[src/rtl/apb_pkg.sv]
// apb_pkg: shared FSM state type and address decode for the APB splitter
package apb_pkg;
  typedef enum logic [1:0] {IDLE, ACCESS, DERR} apb_state_e;
  typedef struct packed {
    logic       hit;
    logic [3:0] idx;
  } apb_dec_t;
  function automatic apb_dec_t apb_decode(input logic [63:0] addr, input logic [63:0] base,
                                          input logic [63:0] n, input int sh);
    logic [63:0] slot;
    slot = (addr - base) >> sh;
    return '{hit: addr >= base && slot < n, idx: slot[3:0]};
  endfunction
endpackage

[src/rtl/apb_timeout_cnt.sv]
// apb_timeout_cnt: ACCESS wait-cycle counter, expired on the last permitted cycle
module apb_timeout_cnt #(
  parameter int LIMIT = 256
) (
  input  logic clk,
  input  logic rst,
  input  logic clear,
  input  logic enable,
  output logic expired
);
  localparam int CW = $clog2(LIMIT);
  logic [CW-1:0] cnt;
  always_ff @(posedge clk)
    cnt <= rst || clear ? '0 : enable ? cnt + CW'(1) : cnt;
  assign expired = cnt == CW'(LIMIT - 1);
endmodule

[src/rtl/apb_splitter.sv]
// apb_splitter: one upstream APB port decoded onto NUM_APB_SLAVES slaves with decode/timeout errors
module apb_splitter
  import apb_pkg::*;
#(
  parameter int                          NUM_APB_SLAVES  = 4,
  parameter int                          APB_ADDR_WIDTH  = 32,
  parameter int                          APB_DATA_WIDTH  = 32,
  parameter logic [APB_ADDR_WIDTH-1:0]   BASE_ADDR       = 'h4000_0000,
  parameter int                          SLAVE_SPAN_LOG2 = 12,
  parameter int                          TIMEOUT_CYCLES  = 256
) (
  input  logic                      PCLK,
  input  logic                      PRESET,
  input  logic                      PSEL_s,
  input  logic                      PENABLE_s,
  input  logic                      PWRITE_s,
  input  logic                      PSTRB_s,
  input  logic                      PPROT_s,
  input  logic [APB_ADDR_WIDTH-1:0] PADDR_s,
  input  logic [APB_DATA_WIDTH-1:0] PWDATA_s,
  output logic [APB_DATA_WIDTH-1:0] PRDATA_s,
  output logic                      PREADY_s,
  output logic                      PSLVERR_s,
  output logic [NUM_APB_SLAVES-1:0] PSEL_m,
  output logic [APB_ADDR_WIDTH-1:0] PADDR_m,
  output logic                      PWRITE_m,
  output logic [APB_DATA_WIDTH-1:0] PWDATA_m,
  output logic                      PENABLE_m,
  output logic                      PSTRB_m,
  output logic                      PPROT_m,
  input  logic [APB_DATA_WIDTH-1:0] PRDATA_m [NUM_APB_SLAVES],
  input  logic [NUM_APB_SLAVES-1:0] PREADY_m,
  input  logic [NUM_APB_SLAVES-1:0] PSLVERR_m,
  output logic                      decode_err,
  output logic                      timeout_err,
  output logic [APB_ADDR_WIDTH-1:0] last_err_addr
);
  localparam int IW = $clog2(NUM_APB_SLAVES);
  apb_state_e    state;
  apb_dec_t      dec;
  logic [IW-1:0] idx, didx;
  logic          setup, act, derr, tout, expired;
  assign dec   = apb_decode(64'(PADDR_s), 64'(BASE_ADDR), 64'(NUM_APB_SLAVES), SLAVE_SPAN_LOG2);
  assign didx  = IW'(dec.idx);
  assign setup = state == IDLE && PSEL_s && !PENABLE_s;
  assign act   = state == ACCESS && PSEL_s;
  assign derr  = state == DERR && PSEL_s;
  // A slave answering on the very last allowed cycle wins over the timeout
  assign tout  = act && expired && !PREADY_m[idx];
  assign PSEL_m      = act ? NUM_APB_SLAVES'(1) << idx
                     : setup && dec.hit ? NUM_APB_SLAVES'(1) << didx : '0;
  assign PENABLE_m   = act && PENABLE_s;
  assign PREADY_s    = act ? PREADY_m[idx] || tout : derr;
  assign PSLVERR_s   = act ? PSLVERR_m[idx] || tout : derr;
  assign PRDATA_s    = act && !tout ? PRDATA_m[idx] : '0;
  assign decode_err  = derr;
  assign timeout_err = tout;
  assign PADDR_m     = PADDR_s;
  assign PWRITE_m    = PWRITE_s;
  assign PWDATA_m    = PWDATA_s;
  assign PSTRB_m     = PSTRB_s;
  assign PPROT_m     = PPROT_s;
  apb_timeout_cnt #(.LIMIT(TIMEOUT_CYCLES)) u_tcnt (
    .clk    (PCLK),
    .rst    (PRESET),
    .clear  (state != ACCESS),
    .enable (act && !PREADY_m[idx]),
    .expired(expired)
  );
  always_ff @(posedge PCLK) begin
    if (PRESET) begin
      state         <= IDLE;
      idx           <= '0;
      last_err_addr <= '0;
    end else begin
      if (setup && dec.hit) idx <= didx;
      if (derr || tout) last_err_addr <= PADDR_s;
      state <= setup ? (dec.hit ? ACCESS : DERR)
             : act && !PREADY_m[idx] && !expired ? ACCESS : IDLE;
    end
  end
endmodule

[config.mk]
export PLATFORM = sky130hd
export DESIGN_NAME = apb_splitter
export DESIGN_NICKNAME = d
export VERILOG_FILES = /design/src/rtl/apb_pkg.sv /design/src/rtl/apb_timeout_cnt.sv /design/src/rtl/apb_splitter.sv
export SDC_FILE = /design/constraint.sdc
export NUM_CORES = 1
export LEC_CHECK = 0
export ABC_AREA = 1
export ABC_CLOCK_PERIOD_IN_PS = 2350
export CELL_PAD_IN_SITES_DETAIL_PLACEMENT = 0
export CELL_PAD_IN_SITES_GLOBAL_PLACEMENT = 2
export CORE_MARGIN = 5
export CORE_UTILIZATION = 14
export CTS_BUF_LIST = sky130_fd_sc_hd__clkbuf_4 sky130_fd_sc_hd__clkbuf_8 sky130_fd_sc_hd__clkbuf_16
export DETAILED_ROUTE_END_ITERATION = 6
export PLACE_DENSITY_LB_ADDON = 0.15
export SYNTH_ARGS = -nofsm -noshare
export SYNTH_HDL_FRONTEND = slang
export SYNTH_SLANG_ARGS = --single-unit
[constraint.sdc]
create_clock -name PCLK -period 2.35 [get_ports PCLK]
set_input_delay 0.47 -clock PCLK [delete_from_list [all_inputs] [get_ports PCLK]]
set_output_delay 0.47 -clock PCLK [all_outputs]
set_load 0.01 [all_outputs]
### Yosys cells after proc, flatten, opt, wreduce, memory -nomap -nowiden

Index checks and enable logic that the tools add are counted.

* register bits: 44
* input bits: 207
* output and inout bits: 140
* word-level logic and storage cells: 53

* add/subtract/negate cells: 2
* order comparisons: 4
* equality and inequality tests: 4
* shift-type cells: 2
* mux-type cells: 15
* bitwise gates (word level): 1
* reduce and logical (&&, ||, !) cells: 21

Operators with widths (number)
* 32-bit 2-to-1 mux: 3
* 32-bit binary-select mux with 2-bit select: 1
* 52-bit by 3-bit less-than comparator with 1-bit output, second input constant: 1
* 32-bit by 31-bit subtractor with 33-bit output, second input constant: 1
* 32-bit by 31-bit >= comparator with 1-bit output, second input constant: 1
* 1-bit logical AND: 12
* 8-bit by 1-bit adder with 8-bit output, second input constant: 1
* 8-bit == test, second input constant: 1
* 4-bit 2-to-1 mux: 2
* 1-bit by 2-bit << shifter with 4-bit output, first input constant: 2
* 1-bit 2-to-1 mux: 5
* 1-bit binary-select mux with 2-bit select: 2
* 1-bit zero test: 4
* 1-bit logical OR: 4
* 2-bit 2-to-1 mux: 2
* 3-bit >= comparator, second input constant: 1
* 2-bit by 3-bit less-than comparator with 1-bit output, second input constant: 1
* 2-bit inverter with 3-bit output: 1
* 2-bit by 1-bit == test with 1-bit output, second input constant: 1
* 2-bit == test, second input constant: 1
* 2-bit zero test: 1
* 2-bit by 1-bit != test with 1-bit output, second input constant: 1

### Depth between registers and ports, before layout

Gate-level depths: netlist of run 1.

* word-level depth: 7
* mapped depth: 11
* gate-level depth less buffers: 9

### Cells and area by module

A second synthesis of run 1 with hierarchy kept.

* cells, all modules: 583
* area, all modules: 3651.0 µm²

By module, submodules not included
* apb_splitter: times used 1, cells each 530, area an instance 3270.6 µm²
* apb_timeout_cnt: times used 1, cells each 53, area an instance 380.4 µm²

### Worst setup path after synthesis of run 1

No wires, ideal clock.

* path kind: input-to-output
* start: input port PSEL_s
* end: output port PRDATA_s[31]
* arrival time: 1372 ps
* data required time: 1880 ps
* path slack: 508 ps
* stages on the path: 5
* buffers on the path: 1
* cells stage by stage: nand3_1 -> clkinv_1 -> nand2_1 -> buf_2 -> nor2_1

* longest elaborated chain between the ends: 6

RTL lines
* start, declared: line apb_splitter.sv:14 `input logic PSEL_s,`
* 1-bit logical AND *: line apb_splitter.sv:46 `assign act = state == ACCESS && PSEL_s;`
* 1-bit logical AND (2 in series): line apb_splitter.sv:49 `assign tout = act && expired && !PREADY_m[idx];`
* 1-bit zero test: line apb_splitter.sv:55 `assign PRDATA_s = act && !tout ? PRDATA_m[idx] : '0;`
* 1-bit logical AND *: line apb_splitter.sv:55
* 32-bit 2-to-1 mux *: line apb_splitter.sv:55
* end, declared: line apb_splitter.sv:21 `output logic [APB_DATA_WIDTH-1:0] PRDATA_s,`

Every way passes the cells marked *; elsewhere a longest branch is shown, timed or not.

### Final worst setup path of run 1

* start: input port PREADY_m[1]
* end: output port PRDATA_s[5]

* longest elaborated chain between the ends: 7

RTL lines
* start, declared: line apb_splitter.sv:32 `input logic [NUM_APB_SLAVES-1:0] PREADY_m,`
* 1-bit binary-select mux with 2-bit select: line apb_splitter.sv:49
* 1-bit 2-to-1 mux (implied by the code): line apb_splitter.sv:49
* 1-bit zero test: line apb_splitter.sv:49
* 1-bit logical AND: line apb_splitter.sv:49
* 1-bit zero test: line apb_splitter.sv:55
* 1-bit logical AND: line apb_splitter.sv:55
* 32-bit 2-to-1 mux: line apb_splitter.sv:55

No other way between the ends. The select of a mux whose other input is x is not followed.

==> out/qor.yml, run 1 <==
synth:
  synth_top_family_by_area: "simple AND/OR/NAND/NOR gates"
  synth.top_cell.area_share_pct: 22.0
  ys_seq_area_share_pct: 22.0
  synth_cells: 658
  synth-simple-area-share_pct: 38.9
  synth-compound-area-share_pct: 14.0
  synthTopCellsByArea: "dfxtp_1 22%, nand2_1 19%, buf_4 13%, a21oi_1 8.8%, nor2_1 7.3%"
  synthMuxAreaShare_pct: 0
  synth_xor_area_share_pct: 1.10
  synth_cell_types: 30
  synth_area_um2: 4000
  synthArstFlopShare_pct: 0
  synth_most_common_cell: "nand2_1"
  synth_largest_area_cell: "dfxtp_1"
  synth_common_cells: "198 x nand2_1, 78 x nor2_1, 70 x a21oi_1"
  avgSynthCellArea_um2: 6.08
  synth_adder_area_share_pct: 0.313
  synth_seq_cells: 44
  yosysWarnings: 0
  ys.flop_type: "dfxtp_1"
  synth-edff-count: 0
  synth_nets: 866
clock_network:
  cts_tree: "done"
  htreeDepth: 2
  cts.sinks: 44
  hold_buffers: 0
  clk_pin_slew_worst_paths_ns: 0.07
  clk_latency_ns: 0.30
  cts_buffer_depth: 2
  cts_root_buf: "clkbuf_16"
  cts_buffers: 5
placement:
  place_area_um2: 7300
  numPortBuffers: 276
  dpl.cell_count: 1295
  gp_congestion: 0.716
  hpwl_um: 17000
pwr:
  irDropWorstVdd_uv: 282
  power_density_nw_per_um2: 303
  p_leak_nw: 3.53
  total_power_w: 0.00228
finish:
  syn2layout_area_growth_pct: 88.5
  finish.net_count: 1137
  final_cells: 1311
  stdcell_area_um2: 7540
  fillers: 3210
  drive_gt1_share_pct: 22.7
grt:
  grt_max_degree: 65
  grt_use_total_pct: 12.6
  antenna_found_initial: 4
  grt_pass1_wl_um: 30900
  grt_pass1_vias: 5103
  overflow: 0
worst_setup_path:
  cp-end-kind: "output pin"
  critPathSlowestCell: "clkdlybuf4s50_1"
  cp_max_fo: 16
  worst-path-buf-inv: 3
  required_ns: 1.88
  worst_setup_path_start_kind: "primary input"
  critPathMostFrequentCell: "nand2_4"
  critPathArrivalTime_ns: 1.82
  critical-path-top-delay-family: "buffers and inverters"
  crit_type: "in -> out"
  cpPeakStageDelay_ns: 0.47
  cp_cell_sequence: "clkdlybuf4s50_1, nand3_2, nand2_4, nor2_8, nand2_4, nand2_8, buf_16, a21oi_1, buf_2"
timing:
  finalHoldViolCount: 0
  fin_crit_ns: 2.29
  fmax_mhz: 437
  skew_ns: 0.00635
  slew_headroom_pct: 45.1
  worst_pin_slew_ns: 0.823
  fin_crit_sh_pct: 97.4
  finalSetupViolCount: 0
  slew_viol_final: 0
  grt_setup_unrepaired: "no"
floorplan:
  start_util_pct: 14.3
  die_w_um: 179
  die_y_um: 179
  ios: 347
  dieArea_um2: 32000
  core_area_um2: 28000
  row_count: 61
status:
  outcome: "complete, no violations"
drt:
  ant_nets: 0
  num_vias: 5044
  routedWlPerCell_um: 16.4
  drtIter0Drc: 195
  routed_wl_um: 21500
  via_per_inst: 3.85
  drcViolationCount: 0
  dr.pass1.iters: 4
run:
  maxCapViolations: 0
min_path:
  min_path_type: "in -> reg"
cells by family (layout without fill, tap and decap cells):
logic type	count (synthesis)	after routing
adder cells (fa/ha/maj)	1	1
other	0	3
XOR/XNOR	5	5
AND/OR/NAND/NOR	343	343
AO/OA/AOI/OAI	99	99
flip-flops	44	44
buffers and inverters	166	438
routing by layer:
layer  vias to the layer above  part of all wire, %  GRT usage (%)
li1                       2561                    -              -
met5                         -                0.093              0
met2                       223                   47           21.8
met3                        16                   13           5.40
met4                         4                 0.59           2.08
met1                      2240                   40           14.7
registers in the layout (all words and copies together), names as in the netlist:
register	flops
last_err_addr	32
u_tcnt.cnt	8
idx	2
state	2
worst paths after layout:
check / from / to / slack, ns / depth (start not counted)
hold / removal: PADDR_s[16] / last_err_addr[16] / 0.49 / 3
hold reg to reg: u_tcnt.cnt[3] / u_tcnt.cnt[3] / 0.49 / 2
setup reg to reg: idx[1] / last_err_addr[23] / 0.27 / 11
setup / recovery: PREADY_m[1] / PRDATA_s[5] / 0.06 / 9
report_power, final:
group	total (W)	switching, W	internal [W]
Combinational	0.000642	0.000222	0.000420
Clock	0.000867	0.000360	0.000507
Sequential	0.000775	0.00000991	0.000765
repair_timing:
item,CTS,global route
setup endpoints to repair,41,24
gates cloned,2,0
pin swaps,13,13
resized for setup,188,37
buffers inserted,1,2
placed cells by master (no fill, tap or decap), types with 5 or more instances in the layout:
master,instances
nand3_1,23
dlygate4sd2_1,9
buf_4,74
a211oi_2,8
inv_1,59
a21oi_2,7
buf_2,34
xor2_1,5
nor2_2,9
clkbuf_16,5
nand3_2,23
nand2_1,195
nor2_1,68
a21oi_1,63
dfxtp_1,41
nand2_2,5
buf_12,10
clkdlybuf4s50_1,218
a22oi_1,13
dlymetal6s2s_1,9
final cells by class:
class	count	area [µm²]	area share, %
Timing Repair Buffer	364	3420	45.3
Antenna cell	3	7.51	0.0996
Inverter	66	254	3.37
Sequential cell	44	885	11.7
Clock inverter	3	46.3	0.614
Clock buffer	5	125	1.66
Multi-Input combinational cell	448	2330	30.9
Tap cell	378	473	6.27
metrics by stage:
stage                     util [%]  worst slack [ns]  setup TNS [ns]  hold WS (ns)
after floorplan                  -             0.508               0         0.454
after global placement        26.1            -0.593          -24.39         0.476
after detailed placement      26.1            -0.606          -24.44         0.483
after CTS                     26.7           0.00134               0         0.494
after global routing          26.9          0.000152               0         0.505
final                         26.9            0.0609               0         0.486
worst min-delay path, cell delays in order:
cell and delay [ns]:
dlymetal6s2s_1 0.14, a21oi_1 0.06, nor2_1 0.09
Note: power is estimated with default switching activity, not from simulation.
==> run 2: changes to the inputs <==
- CAP_MARGIN: not set -> 15
==> results of run 2 <==
The final DEF is identical to that of run 1; final timing and power are the same.
==> run 3: changes to the inputs <==
- RECOVER_POWER: not set -> 100
==> run 3 against run 2 <==
Net effect: clock power barely moved; combinational power fell by 3.7%; die area did not move; count of clock-buffer cells in the layout did not move; fmax fell by 0.88%; critical path depth fell by 6.
==> out/qor.yml, run 3 (synthesized netlist as in run 1, its figures left out) <==
finish:
  final_cell_mix: "196 x nand2_1, 155 x clkdlybuf4s50_1, 69 x buf_4"
  reg_top3: "last_err_addr x32, u_tcnt.cnt x8"
  layout_commonest_cell: "nand2_1"
  syn2layout_area_growth_pct: 86.2
  largest_reg_flops: 32
  regMostFlops: "last_err_addr"
  fillers: 3224
  drive_gt1_share_pct: 20.6
  finish.net_count: 1137
  final_cells: 1310
placement:
  dpl.cell_count: 1295
  hpwl_um: 17000
  gp_congestion: 0.716
  numPortBuffers: 276
floorplan:
  start_util_pct: 14.3
  die_w_um: 179
  row_count: 61
  dieArea_um2: 32000
  core_area_um2: 28000
  die_y_um: 179
  ios: 347
timing:
  grt_setup_unrepaired: "no"
  fmax_mhz: 433
  finalHoldViolCount: 0
  setup_tns_ns: 0
  fin_crit_sh_pct: 98.3
  skew_ns: 0.00766
  finalSetupViolCount: 0
  worst_pin_slew_ns: 0.825
  slew_headroom_pct: 45.0
  fin_crit_ns: 2.31
  slew_viol_final: 0
  timing.hold.ws_ns: 0.480
grt:
  grt_use_total_pct: 12.6
  grt_max_degree: 65
  grt_pass1_vias: 5103
  grt_pass1_wl_um: 30900
  overflow: 0
  antenna_found_initial: 3
pwr:
  pwr-share-comb_pct: 27.4
  power_density_nw_per_um2: 303
  total_power_w: 0.00226
  swShare_pct: 26.1
  power.switching_w: 0.000589
  p_seq_share_pct: 34.2
  irDropWorstVdd_uv: 283
  p_leak_nw: 3.52
  p_int_w: 0.00167
  power_frac_clock_pct: 38.4
status:
  outcome: "complete, no violations"
clock_network:
  cts.sinks: 44
  clk_latency_ns: 0.30
  cts_buffers: 5
  hold_buffers: 0
  clk_pin_slew_worst_paths_ns: 0.07
  cts_tree: "done"
  cts_buffer_depth: 2
  htreeDepth: 2
  cts_root_buf: "clkbuf_16"
drt:
  routed_wl_um: 21500
  routedWlPerCell_um: 16.4
  num_vias: 5061
  drtIter0Drc: 213
  ant_nets: 0
  drcViolationCount: 0
  dr.pass1.iters: 4
  via_per_inst: 3.86
run:
  maxCapViolations: 0
worst_setup_path:
  cp_max_fo: 4
  worst_setup_path_start_kind: "primary input"
  cp-end-kind: "output pin"
  required_ns: 1.88
  critPathArrivalTime_ns: 1.84
  crit_type: "in -> out"
min_path:
  min_path_type: "in -> reg"
[run 3: changes by cell type in the layout (fill, tap and decap cells not counted), moves of 2 or more]
cell and delta:
buf_2 -21, clkbuf_4 +2, buf_4 -5, clkbuf_2 +17
nand3_1 +9, clkbuf_1 +9, clkdlybuf4s50_1 -63, dlygate4sd3_1 +63
nand3_2 -9
[run 3: worst paths after layout]
kind                 start                 to  slack (ns)  cells after the start
min reg2reg  u_tcnt.cnt[3]      u_tcnt.cnt[3]        0.49                      2
max reg2reg         idx[1]   last_err_addr[0]        0.23                     11
max            PADDR_s[13]        PADDR_m[13]        0.04                      3
min            PADDR_s[16]  last_err_addr[16]        0.48                      3
[run 3: power by group through the flow]
stage / registers, W / logic (W) / clock network, W
4_1_cts: 0.000775 / 0.000651 / 0.000911
3_3_place_gp: 0.000792 / 0.000647 / 0
6_report: 0.000774 / 0.000618 / 0.000867
5_1_grt: 0.000777 / 0.000672 / 0.000936
3_5_place_dp: 0.000792 / 0.000643 / 0
2_1_floorplan: 0.000801 / 0.000244 / 0
[run 3: worst max-delay path: stages]
cell,delay (ns)
clkdlybuf4s50_1,0.54
clkbuf_2,0.20
clkdlybuf4s50_1,0.62
[run 3: repair_timing]
item | 4_1_cts | 5_1_grt
pin swaps | 13 | 13
endpoints found under the setup margin | 41 | 24
setup buffers | 1 | 2
gates resized for setup | 188 | 37
gates cloned | 2 | 0
[run 3: layer usage]
layer	track usage, %	share of wire (%)	vias to the layer above
li1	-	-	2557
met1	14.7	40	2252
met2	21.8	46	232
met3	5.40	12	16
met4	2.08	0.59	4
met5	0	0.093	-
[run 3: through the flow]
stage / util (%) / area, µm² / setup slack (ns)
3_5_place_dp: 26.1 / 7300 / -0.606
3_3_place_gp: 26.1 / 7300 / -0.593
5_1_grt: 26.6 / 7440 / 0.000152
4_1_cts: 26.7 / 7480 / 0.00134
6_report: 26.6 / 7450 / 0.0405
2_1_floorplan: - / 4000 / 0.508
[run 3: layout make-up]
class	count	area, µm²	area share [%]
well taps	378	473	6.35
diodes	2	5.00	0.0672
repair buffers	364	3380	45.4
inverters	66	254	3.41
clock buffers	5	125	1.68
flip-flops and latches	44	883	11.9
multi-input cells	448	2280	30.7
clock inverters	3	46.3	0.622
